## src/rtl/my_mem_arb_pkg.sv

```systemverilog
// Shared types and defaults for the my_mem arbiter.
// The optional parity check is enabled with MY_MEM_ARB_PARITY_CHK_EN.
package my_mem_arb_pkg;

    localparam int unsigned AddrW  = 16;
    localparam int unsigned DataW  = 8;
    localparam int unsigned OwnerW = 3;
    localparam int unsigned CntW   = 3;

    typedef enum logic [1:0] {
        StIdle,
        StIssue,
        StWait
    } state_e;

    typedef struct packed {
        logic              we;
        logic [AddrW-1:0]  addr;
        logic [DataW-1:0]  wdata;
        logic [OwnerW-1:0] owner;
    } txn_t;

    function automatic logic [7:0] sat_inc8(input logic [7:0] v);
        return (v == 8'hFF) ? v : v + 8'd1;
    endfunction

endpackage

```

## src/rtl/my_mem_rr_picker.sv

```systemverilog
// Combinational round-robin picker: first set request at or after ptr_i, wrapping.
module my_mem_rr_picker #(
    parameter int unsigned NREQ = 2,
    parameter int unsigned PtrW = 1
) (
    input  logic [NREQ-1:0] req_i,
    input  logic [PtrW-1:0] ptr_i,
    output logic [NREQ-1:0] gnt_o,
    output logic [PtrW-1:0] idx_o,
    output logic            valid_o
);

    always_comb begin
        int unsigned      j;
        logic [PtrW-1:0]  jj;
        gnt_o   = '0;
        idx_o   = '0;
        valid_o = 1'b0;
        j       = 0;
        jj      = '0;
        for (int unsigned k = 0; k < NREQ; k++) begin
            j  = (32'(ptr_i) + k) % NREQ;
            jj = PtrW'(j);
            if (!valid_o && req_i[jj]) begin
                valid_o   = 1'b1;
                gnt_o[jj] = 1'b1;
                idx_o     = jj;
            end
        end
    end

endmodule

```

## src/rtl/my_mem_arbiter.sv

```systemverilog
// Round-robin arbiter sharing the single-port my_mem between NREQ requesters.
// Define MY_MEM_ARB_PARITY_CHK_EN to check even parity on reads and count errors.
module my_mem_arbiter
    import my_mem_arb_pkg::*;
#(
    parameter int unsigned NREQ       = 2,
    parameter int unsigned AW         = AddrW,
    parameter int unsigned DW         = DataW,
    parameter int unsigned MEM_RD_LAT = 1
) (
    input  logic             clk_i,
    input  logic             rst_ni,
    input  logic [NREQ-1:0]    req_i,
    input  logic [NREQ-1:0]    we_i,
    input  logic [NREQ*AW-1:0] addr_i,
    input  logic [NREQ*DW-1:0] wdata_i,
    output logic [NREQ-1:0]    gnt_o,
    output logic [NREQ-1:0]    rvalid_o,
    output logic [DW-1:0]      rdata_o,
    output logic               perr_o,
    output logic               busy_o,
    output logic               mem_write_o,
    output logic               mem_read_o,
    output logic [AW-1:0]      mem_address_o,
    output logic [DW-1:0]      mem_data_in_o,
    input  logic [DW:0]        mem_data_out_i
);

    localparam int unsigned PtrW = $clog2(NREQ);

    state_e           state_q, state_d;
    txn_t             txn_q, txn_d;
    logic [PtrW-1:0]  ptr_q, ptr_d;
    logic [CntW-1:0]  cnt_q, cnt_d;
    logic [NREQ-1:0]  rvalid_q, rvalid_d;
    logic [DW-1:0]    rdata_q, rdata_d;
    logic             perr_q, perr_d;
    logic [NREQ-1:0]  pick_gnt;
    logic [PtrW-1:0]  pick_idx;
    logic             pick_valid;
    logic             rd_done;

    my_mem_rr_picker #(
        .NREQ (NREQ),
        .PtrW (PtrW)
    ) u_picker (
        .req_i   (req_i),
        .ptr_i   (ptr_q),
        .gnt_o   (pick_gnt),
        .idx_o   (pick_idx),
        .valid_o (pick_valid)
    );

    assign rd_done = (state_q == StWait) && (cnt_q == CntW'(1));

    always_ff @(posedge clk_i) begin
        if (!rst_ni) begin
            state_q <= StIdle;
        end else begin
            state_q <= state_d;
        end
    end

    always_comb begin
        state_d = state_q;
        unique case (state_q)
            StIdle:  if (pick_valid) state_d = StIssue;
            StIssue: state_d = txn_q.we ? StIdle : StWait;
            StWait:  if (rd_done) state_d = StIdle;
            default: state_d = StIdle;
        endcase
    end

    // gnt is combinational so it pulses in the IDLE cycle that accepts the request.
    always_comb begin
        gnt_o       = (state_q == StIdle && rst_ni) ? pick_gnt : '0;
        busy_o      = (state_q != StIdle);
        mem_write_o = (state_q == StIssue) && txn_q.we;
        mem_read_o  = (state_q == StIssue) && !txn_q.we;
    end

    always_comb begin
        txn_d    = txn_q;
        ptr_d    = ptr_q;
        cnt_d    = cnt_q;
        rvalid_d = '0;
        rdata_d  = rdata_q;
        perr_d   = perr_q;
        if (state_q == StIdle && pick_valid) begin
            txn_d.we    = we_i[pick_idx];
            txn_d.addr  = addr_i[pick_idx*AW +: AW];
            txn_d.wdata = wdata_i[pick_idx*DW +: DW];
            txn_d.owner = OwnerW'(pick_idx);
            ptr_d       = (32'(pick_idx) == NREQ - 1) ? '0 : pick_idx + 1'b1;
        end
        if (state_q == StIssue && !txn_q.we) begin
            cnt_d = CntW'(MEM_RD_LAT);
        end
        if (state_q == StWait) begin
            if (rd_done) begin
                rdata_d  = mem_data_out_i[DW-1:0];
                rvalid_d = NREQ'(1) << txn_q.owner;
`ifdef MY_MEM_ARB_PARITY_CHK_EN
                perr_d   = (mem_data_out_i[DW] != ^mem_data_out_i[DW-1:0]);
`else
                perr_d   = 1'b0;
`endif
            end else begin
                cnt_d = cnt_q - 1'b1;
            end
        end
    end

    always_ff @(posedge clk_i) begin
        if (!rst_ni) begin
            txn_q    <= '0;
            ptr_q    <= '0;
            cnt_q    <= '0;
            rvalid_q <= '0;
            rdata_q  <= '0;
            perr_q   <= 1'b0;
        end else begin
            txn_q    <= txn_d;
            ptr_q    <= ptr_d;
            cnt_q    <= cnt_d;
            rvalid_q <= rvalid_d;
            rdata_q  <= rdata_d;
            perr_q   <= perr_d;
        end
    end

`ifdef MY_MEM_ARB_PARITY_CHK_EN
    logic [7:0] perr_cnt_q, perr_cnt_d;

    always_comb begin
        perr_cnt_d = perr_cnt_q;
        if (rd_done && perr_d) begin
            perr_cnt_d = sat_inc8(perr_cnt_q);
        end
    end

    always_ff @(posedge clk_i) begin
        if (!rst_ni) begin
            perr_cnt_q <= '0;
        end else begin
            perr_cnt_q <= perr_cnt_d;
        end
    end
`else
    logic unused_parity;
    assign unused_parity = mem_data_out_i[DW];
`endif

    assign rvalid_o      = rvalid_q;
    assign rdata_o       = rdata_q;
    assign perr_o        = perr_q;
    assign mem_address_o = txn_q.addr;
    assign mem_data_in_o = txn_q.wdata;

endmodule

```

## config.mk

```make
export PLATFORM = sky130hd
export DESIGN_NAME = my_mem_arbiter
export DESIGN_NICKNAME = d
export VERILOG_FILES = /design/src/rtl/my_mem_arb_pkg.sv /design/src/rtl/my_mem_rr_picker.sv /design/src/rtl/my_mem_arbiter.sv
export SDC_FILE = /design/constraint.sdc
export NUM_CORES = 1
export LEC_CHECK = 0
export ABC_AREA = 1
export BUFFER_PORTS_ARGS = -buffer_cell sky130_fd_sc_hd__buf_2
export CAP_MARGIN = 20
export CORE_MARGIN = 8
export CORE_UTILIZATION = 38
export DETAILED_ROUTE_END_ITERATION = 16
export PLACE_DENSITY = 0.71
export REMOVE_ABC_BUFFERS = 1
export SKIP_LAST_GASP = 1
export SLEW_MARGIN = 40
export SYNTH_ARGS = -nofsm -noshare
export SYNTH_HDL_FRONTEND = slang
export SYNTH_HIERARCHICAL = 1
export SYNTH_SLANG_ARGS = --single-unit
```

## constraint.sdc

```tcl
create_clock -name clk_i -period 1.95 [get_ports clk_i]
set_input_delay 0.195 -clock clk_i [delete_from_list [all_inputs] [get_ports clk_i]]
set_output_delay 0.195 -clock clk_i [all_outputs]
set_load 0.1 [all_outputs]
```

==> reports/results.tsv, run 1 <==
metric	value	unit
status	complete, no violations	
min_period	1640	ps
via_per_inst	4.39	
fin_skew	5.98	ps
synth.most_common_cell	nand2_1	
final_cells	470	
core_area	5510	µm²
synth.distinct_cells	22	
critPathKind	reg -> out	
finalCritPeriodShare	84.0	%
grt_first_pass_wirelength	9490	µm
wl_per_cell	11.5	µm
post_cts_buffers	0	
nets	464	
maxSlewViolCount	0	
synth_edf_count	0	
tritoncts	done	
utilization	46.7	%
clockBufferDepth	2	
cts_sinks	42	
clock-root-buffer	clkbuf_8	
yosys-top-cells-area	dfxtp_1 (39%), nand2_1 (25%), buf_4 (9.3%), a21oi_1 (6.2%), nor2_1 (5.4%)	
syn_area	2170	µm²
path_clk_slew	80	ps
setup_violations	0	
postCtsHoldBufs	0	
path_cells	inv_2, nand3_1, inv_1, buf_2	
synth_top_cell_by_area	dfxtp_1	
synthTopCellsByCount	nand2_1 (144), dfxtp_1 (42), nor2_1 (31), a21oi_1 (27), buf_4 (27)	
io_buffers	100	
async_flop_share	0	%
max-cap-violations	0	
crit_family	buffers and inverters	
row_count	27	
required	1750	ps
leakagePower	0.00140	µW
fin_setup_tns	0	ps
area_growth_syn_to_layout	18.3	%
critPathSlowestCell	buf_2	
synth_cells	328	
firstDrtPassIters	5	
powerDensity	1390	nW/µm²
io_pins	103	
vias	2065	
grt_usage	13.3	%
seqCellArea	841	µm²
start_util	39.4	%
fmax	610	MHz
routed_wl	5390	µm
postSynthAreaPerCell	6.62	µm²
htreeDepth	2	
multi_input_area	955	µm²
clk_latency	290	ps
ys_ff_latch	42	
gp_congestion	0.736	
nFillCells	587	
hold_violations	0	
diodes	0	
die_h	91.6	µm
rsz0062_at_grt	false	
synth-seq-area-share	38.7	%
dp_hpwl	4070	µm
crit_path_max_fanout	5	
grt_pass1_vias	2160	
layout-drive-gt1-share	30.9	%
antenna_found_initial	0	
ys.flop_type	dfxtp_1	
drt_iter0_markers	97	
worstSetupEndpointType	primary output	
grt.overflow.total	0	
final_antenna_net_count	0	
yosysTopAreaCellShare	38.7	%
crit_arrival	1440	ps
dieArea	8390	µm²
cts_resized	0	
ys_warn_count	6	
hold_path.class	in -> reg	
drc_errors	0	
grt_max_degree	28	
cts_made_buffers	5	
slowest_delay	420	ps
placedCellCount	464	
chipWidth	91.6	µm
start_kind	register	
ir_worst_vdd	0.497	mV
path_buf_inv	3	
[report_power, final]
group / leakage (µW) / total, µW / internal (µW) / switching [µW]
Sequential: 0.000344 / 1110 / 1020 / 91.3
Combinational: 0.00101 / 1900 / 350 / 1550
Clock: 0.0000431 / 550 / 273 / 277
[state kept, by name (all words and copies together), names as in the netlist]
register and count:
state_q 2, rvalid_o 2, cnt_q 3, rdata_o 8
ptr_q 1, mem_data_in_o 8, txn_q 2, mem_address_o 16
[cells in the final DEF, fill, tap and decap left out]
cell      synthesis  layout
ha_1              2       2
nand2_2           2       2
nor2_2            3       4
nand3_1           1       1
nor3_1            2       2
inv_1            15      15
clkbuf_8          0       6
buf_4            27       4
inv_2             4       4
o21ai_0           3       3
conb_1            1       1
a21oi_1          27      27
nand2_1         144     144
nor3b_2           1       1
a21oi_2           2       2
buf_2             3     100
nor2_1           31      30
o21ai_1           8       8
dfxtp_1          42      42
[through the flow]
step / setup slack [ps] / hold slack, ps / total power [µW] / cell area (µm²)
after floorplan: -739 / 318 / 2660 / 1860
after global placement: 397 / 431 / 3030 / 2490
after detailed placement: 365 / 441 / 3050 / 2490
after CTS: 293 / 134 / 3610 / 2570
after global routing: 146 / 142 / 3790 / 2570
final: 311 / 147 / 3560 / 2570
[per-layer routing]
layer / GRT usage [%] / share of wire [%] / vias to the layer above
met5: 0 / 0 / -
met3: 6.17 / 9.2 / 5
met1: 14.9 / 46 / 875
li1: - / - / 1110
met2: 22.7 / 44 / 75
met4: 2.59 / 0.65 / 0
[area by class of cell]
type	instances	share of cell area, %
tap	72	3.51
clock buffer	6	3.21
sequential	42	32.7
multi-input combinational	227	37.1
inverter	19	2.78
timing repair buffer	104	20.6
[cells by family (layout without fill, tap and decap cells)]
kind of cell / count (synthesis) / count (layout) / synth area share (%)
simple gates: 184 / 184 / 32.9
other cells: 1 / 1 / 0.173
buf+inv: 59 / 129 / 17.5
compound gates: 40 / 40 / 9.56
fa+ha+maj: 2 / 2 / 1.15
flops: 42 / 42 / 38.7
[worst register-to-register path: stages, from the launching register on]
cell and delay, ps:
dfxtp_1 400, nand2_1 70, inv_1 70, nor2_1 40, nand2_1 70, nand2_2 170, inv_2 410, nand2_1 120
a21oi_2 140
[worst paths after layout]
| kind | start | endpoint | slack, ps | cells past startpoint |
|---|---|---|---|---|
| setup / recovery | state_q[1]$_SDFFE_PN0P_ | mem_read_o | 310 | 4 |
| hold / removal | mem_data_out_i[2] | rdata_o[2]$_SDFFE_PN0P_ | 150 | 3 |
| setup reg to reg | ptr_q$_SDFFE_PN0P_ | mem_address_o[13]$_SDFFE_PN0P_ | 400 | 8 |
| hold reg to reg | cnt_q[1]$_SDFF_PN0_ | cnt_q[1]$_SDFF_PN0_ | 460 | 2 |
No activity file was read; power rests on OpenSTA's default activity.
==> run 2: changes to the inputs <==
--- a/config.mk
+++ b/config.mk
@@ -5,7 +5,7 @@
 export SDC_FILE = /design/constraint.sdc
 export NUM_CORES = 1
 export LEC_CHECK = 0
-export ABC_AREA = 1
+export ABC_AREA = 0
 export BUFFER_PORTS_ARGS = -buffer_cell sky130_fd_sc_hd__buf_2
 export CAP_MARGIN = 20
 export CORE_MARGIN = 8
==> constraint.sdc (replaced) <==
create_clock -name clk_i -period 1.55 [get_ports clk_i]
set_input_delay 0.155 -clock clk_i [delete_from_list [all_inputs] [get_ports clk_i]]
set_output_delay 0.155 -clock clk_i [all_outputs]
set_load 0.1 [all_outputs]
==> reports/results.tsv, run 2 <==
metric	value	unit	change
async_flop_share	0	%	unchanged
layout_commonest_cell	buf_2		was nand2_1
ys_warn_count	6		unchanged
p_sw_share	42.2	%	was 53.9%
finalPower	3570	µW	was 3560 µW
synth_edf_count	0		unchanged
grt_max_degree	38		was 28
vias	1673		was 2065
rsz0062_at_grt	false		unchanged
crit_family	simple AND/OR/NAND/NOR gates		was buffers and inverters
clock-root-buffer	clkbuf_8		unchanged
diodes	0		unchanged
start_kind	register		unchanged
cts_made_buffers	5		unchanged
slowest_delay	400	ps	was 420 ps
synth.distinct_cells	30		was 22
fin_skew	9.24	ps	was 5.98 ps
crit_arrival	1300	ps	was 1440 ps
gr-usage-met3	5.43	%	was 6.17%
ir_worst_vdd	0.635	mV	was 0.497 mV
setup_violations	0		unchanged
power.internal	2070	µW	was 1640 µW
clockBufferDepth	2		unchanged
routed_wl	4870	µm	was 5390 µm
p_clk_share	23.6	%	was 15.4%
wl_per_cell	13.4	µm	was 11.5 µm
path_cells	nor2_2, and3_1, buf_12		was inv_2, nand3_1, inv_1, buf_2
via_per_inst	4.62		was 4.39
critPathKind	reg -> out		unchanged
grt_util_met2	20.5	%	was 22.7%
grt_first_pass_wirelength	8000	µm	was 9490 µm
min_period	1450	ps	
finalCritPeriodShare	93.8	%	
synthTopCellsByCount	dfxtp_1 (42), mux2i_1 (35), buf_4 (30), nand2_1 (26), o211a_1 (25)		was nand2_1 (144), dfxtp_1 (42), nor2_1 (31), a21oi_1 (27), buf_4 (27)
gp_congestion	0.705		was 0.736
area_growth_syn_to_layout	26.1	%	was 18.3%
p_switching	1510	µW	was 1920 µW
firstDrtPassIters	4		was 5
layout-drive-gt1-share	41.0	%	was 30.9%
hold_path.class	in -> reg		unchanged
synth-seq-area-share	38.9	%	was 38.7%
power_frac_seq	35.7	%	was 31.2%
cts_sinks	42		unchanged
busiest_layer	met2		unchanged
place_area	2600	µm²	was 2490 µm²
hold_violations	0		unchanged
crit_path_max_fanout	11		was 5
postSynthAreaPerCell	9.91	µm²	was 6.62 µm²
dieArea	8350	µm²	was 8390 µm²
layout_common_cells	buf_2 (95), dfxtp_1 (40), mux2i_1 (35), nand2_1 (26), o211a_1 (25)		was nand2_1 (144), buf_2 (100), dfxtp_1 (42), nor2_1 (30), a21oi_1 (27)
leakagePower	0.00148	µW	was 0.00140 µW
die_h	91.4	µm	was 91.6 µm
dp_hpwl	3760	µm	was 4070 µm
path_clk_slew	80	ps	about the same
nFillCells	521		was 587
nets	354		was 464
ys_ff_latch	42		unchanged
critPathSlowestCell	dfxtp_2		was buf_2
clk_latency	290	ps	about the same
fmax	688	MHz	
powerDensity	1310	nW/µm²	was 1390 nW/µm²
maxSlewViolCount	0		unchanged
yosys-top-cells-area	dfxtp_1 (39%), mux2i_1 (16%), o211a_1 (12%), buf_4 (10%), nand2_1 (4.5%)		was dfxtp_1 (39%), nand2_1 (25%), buf_4 (9.3%), a21oi_1 (6.2%), nor2_1 (5.4%)
core_area	5510	µm²	unchanged
drc_errors	0		unchanged
tritoncts	done		unchanged
use_met1	11.4	%	was 14.9%
chipWidth	91.4	µm	was 91.6 µm
synth_cells	218		was 328
fin_setup_tns	0	ps	unchanged
path_buf_inv	1		was 3
utilization	49.4	%	was 46.7%
grt.overflow.total	0		unchanged
final_antenna_net_count	0		unchanged
synth_top_cell_by_area	dfxtp_1		unchanged
io_pins	103		unchanged
fin_area	2720	µm²	was 2570 µm²
syn_area	2160	µm²	was 2170 µm²
htreeDepth	2		unchanged
worstSetupEndpointType	primary output		unchanged
required	1390	ps	was 1750 ps
postCtsHoldBufs	0		unchanged
antenna_found_initial	0		unchanged
drt_iter0_markers	39		was 97
io_buffers	100		unchanged
start_util	39.2	%	was 39.4%
row_count	27		unchanged
grt_pass1_vias	1817		was 2160
yosysTopAreaCellShare	38.9	%	was 38.7%
max-cap-violations	0		unchanged
ys.flop_type	dfxtp_1		unchanged
power_frac_comb	40.6	%	was 53.4%
synth.most_common_cell	dfxtp_1		was nand2_1
grt_usage	11.5	%	was 13.3%
largest_reg_flops	16		unchanged
status	complete, no violations		unchanged
run 2: changes by cell type after synthesis, sizes merged, moves of 4 or more:
| cell | delta |
|---|---|
| nor2b | +10 |
| o211a | +25 |
| o21ai | -10 |
| a21oi | -27 |
| nor2 | -30 |
| mux2i | +35 |
| a21boi | +4 |
| inv | -13 |
| and3 | +4 |
| nand2 | -120 |
run 2: cell type report:
| type | instances | area [µm²] | share of cell area (%) |
|---|---|---|---|
| multi-input combinational | 129 | 1020 | 37.5 |
| sequential | 42 | 843 | 31.0 |
| timing repair buffer | 105 | 638 | 23.4 |
| tap | 72 | 90.1 | 3.31 |
| clock buffer | 7 | 76.3 | 2.80 |
| clock inverter | 1 | 30.0 | 1.10 |
| inverter | 6 | 22.5 | 0.827 |
run 2: worst register-to-register path, cell delays in order, from the launching register on:
cell,delay [ps]
dfxtp_1,360
inv_1,80
a21boi_4,170
buf_4,220
mux2i_1,220
nand2_1,70
o211a_1,120
run 2: logic make-up after synthesis:
| logic type | count (synthesis) | synth area share (%) |
|---|---|---|
| muxes | 35 | 16.2 |
| other | 1 | 0.174 |
| DFF | 42 | 38.9 |
| and+or+nand+nor | 54 | 13.1 |
| AOI/OAI and AO/OA | 37 | 15.5 |
| adders and majority gates | 2 | 1.16 |
| buffers and inverters | 47 | 14.9 |
run 2: path summary, 6_finish.rpt:
kind	slack, ps	from	end	depth (start not counted)
worst max-delay path	100	state_q[1]$_SDFFE_PN0P_	gnt_o[0]	3
worst min-delay path	130	mem_data_out_i[4]	rdata_o[4]$_SDFFE_PN0P_	3
worst max register to register	210	ptr_q$_SDFFE_PN0P_	mem_address_o[15]$_SDFFE_PN0P_	6
worst min register to register	430	txn_q[0]$_SDFFE_PN0P_	rvalid_o[0]$_SDFF_PN0_	1
run 2: repair_timing:
item                       in CTS  in global routing
resized for setup               3                  3
setup endpoints to repair       4                  4
buffers inserted                0                  0
run 2: power by group through the flow:
| stage | logic (µW) | clock network, µW | registers [µW] |
|---|---|---|---|
| after floorplan | 454 | 0 | 1950 |
| after global placement | 1450 | 0 | 1290 |
| after detailed placement | 1460 | 0 | 1300 |
| after CTS | 1460 | 887 | 1270 |
| after global routing | 1530 | 916 | 1290 |
| final | 1450 | 845 | 1280 |
run 2: through the flow:
step	setup slack [ps]	cells	hold WS, ps
after floorplan	-2240	177	269
after global placement	109	354	414
after detailed placement	54.5	354	423
after CTS	20.7	362	117
after global routing	19.4	362	149
final	96.5	362	130
run 2: routing by layer:
layer  up-vias  share of wire (%)
li1        864                  -
met1       743                 42
met2        61                 49
met3         5                8.2
met4         0               0.97
met5         -                  0
==> run 3: changes to the inputs <==
--- a/config.mk
+++ b/config.mk
@@ -10,6 +10,7 @@
 export CAP_MARGIN = 20
 export CORE_MARGIN = 8
 export CORE_UTILIZATION = 38
+export CTS_BUF_LIST = sky130_fd_sc_hd__clkbuf_16
 export DETAILED_ROUTE_END_ITERATION = 16
 export PLACE_DENSITY = 0.71
 export REMOVE_ABC_BUFFERS = 1
==> reports/results.tsv, run 3 (same netlist as run 2, synthesis figures left out) <==
metric	value	unit	change
worstSetupEndpointType	primary output		unchanged
layout_commonest_cell	buf_2		unchanged
critPathSlowestCell	dfxtp_2		unchanged
crit_arrival	1290	ps	was 1300 ps
tritoncts	done		unchanged
nets	354		unchanged
power_frac_comb	37.5	%	was 40.6%
fin_setup_tns	0	ps	unchanged
chipWidth	91.4	µm	unchanged
r2r_start	ptr_q$_SDFFE_PN0P_		unchanged
area_growth_syn_to_layout	28.7	%	was 26.1%
via_per_inst	4.65		was 4.62
placedCellCount	354		unchanged
finalCritPeriodShare	93.0	%	was 93.8%
p_switching	1550	µW	was 1510 µW
hold_violations	0		unchanged
drt_iter0_markers	37		was 39
diodes	0		unchanged
min_period	1440	ps	was 1450 ps
htreeDepth	2		unchanged
setup_violations	0		unchanged
fin_skew	5.99	ps	was 9.24 ps
cts_made_buffers	5		unchanged
start_kind	register		unchanged
gp_congestion	0.705		unchanged
busiest_layer	met2		unchanged
fmax	693	MHz	was 688 MHz
grt.overflow.total	0		unchanged
path_clk_slew	60	ps	was 80 ps
leakagePower	0.00151	µW	was 0.00148 µW
slowest_delay	390	ps	was 400 ps
max-cap-violations	0		unchanged
p_sw_share	39.9	%	was 42.2%
p_clk_share	29.6	%	was 23.6%
utilization	50.5	%	was 49.4%
required	1390	ps	about the same
path_cells	nor2_2, and3_1, buf_12		unchanged
cts_sinks	42		unchanged
die_h	91.4	µm	unchanged
power.internal	2330	µW	was 2070 µW
layout-drive-gt1-share	41.0	%	unchanged
row_count	27		unchanged
routed_wl	4910	µm	was 4870 µm
grt_usage	11.7	%	was 11.5%
grt_max_degree	38		unchanged
largest_reg_flops	16		unchanged
drc_errors	0		unchanged
antenna_found_initial	0		unchanged
nFillCells	514		was 521
power_frac_seq	33.0	%	was 35.7%
final_cells	362		unchanged
maxSlewViolCount	0		unchanged
finalPower	3880	µW	was 3570 µW
worstHoldStart	mem_data_out_i[4]		unchanged
ir_worst_vdd	0.705	mV	was 0.635 mV
crit_path_max_fanout	11		unchanged
clock-root-buffer	clkbuf_16		was clkbuf_8
core_area	5510	µm²	unchanged
io_pins	103		unchanged
gr-usage-met3	5.68	%	was 5.43%
clk_latency	280	ps	was 290 ps
grt_util_met2	20.6	%	was 20.5%
clockBufferDepth	2		unchanged
use_met1	11.4	%	about the same
powerDensity	1400	nW/µm²	was 1310 nW/µm²
critPathKind	reg -> out		unchanged
firstDrtPassIters	4		unchanged
final_antenna_net_count	0		unchanged
status	complete, no violations		unchanged
holdWs	140	ps	was 130 ps
start_util	39.2	%	unchanged
dp_hpwl	3760	µm	unchanged
path_buf_inv	1		unchanged
layout_common_cells	buf_2 (95), dfxtp_1 (40), mux2i_1 (35), nand2_1 (26), o211a_1 (25)		unchanged
io_buffers	100		unchanged
wl_per_cell	13.6	µm	was 13.4 µm
dieArea	8350	µm²	unchanged
grt_pass1_vias	1830		was 1817
crit_family	simple AND/OR/NAND/NOR gates		unchanged
grt_first_pass_wirelength	8060	µm	was 8000 µm
crit_start	state_q[1]$_SDFFE_PN0P_		unchanged
vias	1684		was 1673
rsz0062_at_grt	false		unchanged
hold_path.class	in -> reg		unchanged
-- run 3: final cells by class --
cell class | instances | area, µm² | area share, %
multi-input cells | 129 | 1020 | 36.8
flip-flops and latches | 42 | 843 | 30.3
repair buffers | 105 | 638 | 23.0
clock buffers | 5 | 125 | 4.50
well taps | 72 | 90.1 | 3.24
clock inverters | 3 | 37.5 | 1.35
inverters | 6 | 22.5 | 0.810
-- run 3: timing repair --
action | 4_1_cts | 5_1_grt
hold buffers | 0 | 0
pin swaps | 0 | 0
buffers inserted | 0 | 0
gates cloned | 0 | 0
setup endpoints to repair | 4 | 3
gates resized for setup | 3 | 3
-- run 3: per-stage QoR --
| stage | setup WS (ps) | cell area (µm²) |
|---|---|---|
| after floorplan | -2240 | 1860 |
| after global placement | 109 | 2600 |
| after detailed placement | 54.5 | 2600 |
| after CTS | 37.6 | 2770 |
| after global routing | 35.2 | 2780 |
| final | 108 | 2780 |
-- run 3: path summary, 6_finish.rpt --
| path | endpoint | slack (ps) | cells after the start |
|---|---|---|---|
| setup reg to reg | mem_address_o[15]$_SDFFE_PN0P_ | 220 | 6 |
| hold / removal | rdata_o[4]$_SDFFE_PN0P_ | 140 | 3 |
| hold reg to reg | rvalid_o[0]$_SDFF_PN0_ | 430 | 1 |
| setup / recovery | gnt_o[0] | 110 | 3 |
-- run 3: tightest hold or removal path, stage by stage --
cell	delay (ps)
buf_2	70
mux2i_1	50
nor2b_1	100
-- run 3: power by group through the flow --
stage               Sequential, µW  Clock [µW]  Combinational (µW)
finish                        1280        1150                1450
global route                  1290        1220                1530
CTS                           1280        1180                1460
detailed placement            1300           0                1460
global placement              1290           0                1450
floorplan                     1950           0                 454
-- run 3: per-layer routing --
| metal | part of all wire, % | vias to the layer above |
|---|---|---|
| met1 | 42 | 752 |
| met2 | 49 | 60 |
| met5 | 0 | - |
| met4 | 1.1 | 0 |
| li1 | - | 868 |
| met3 | 7.9 | 4 |
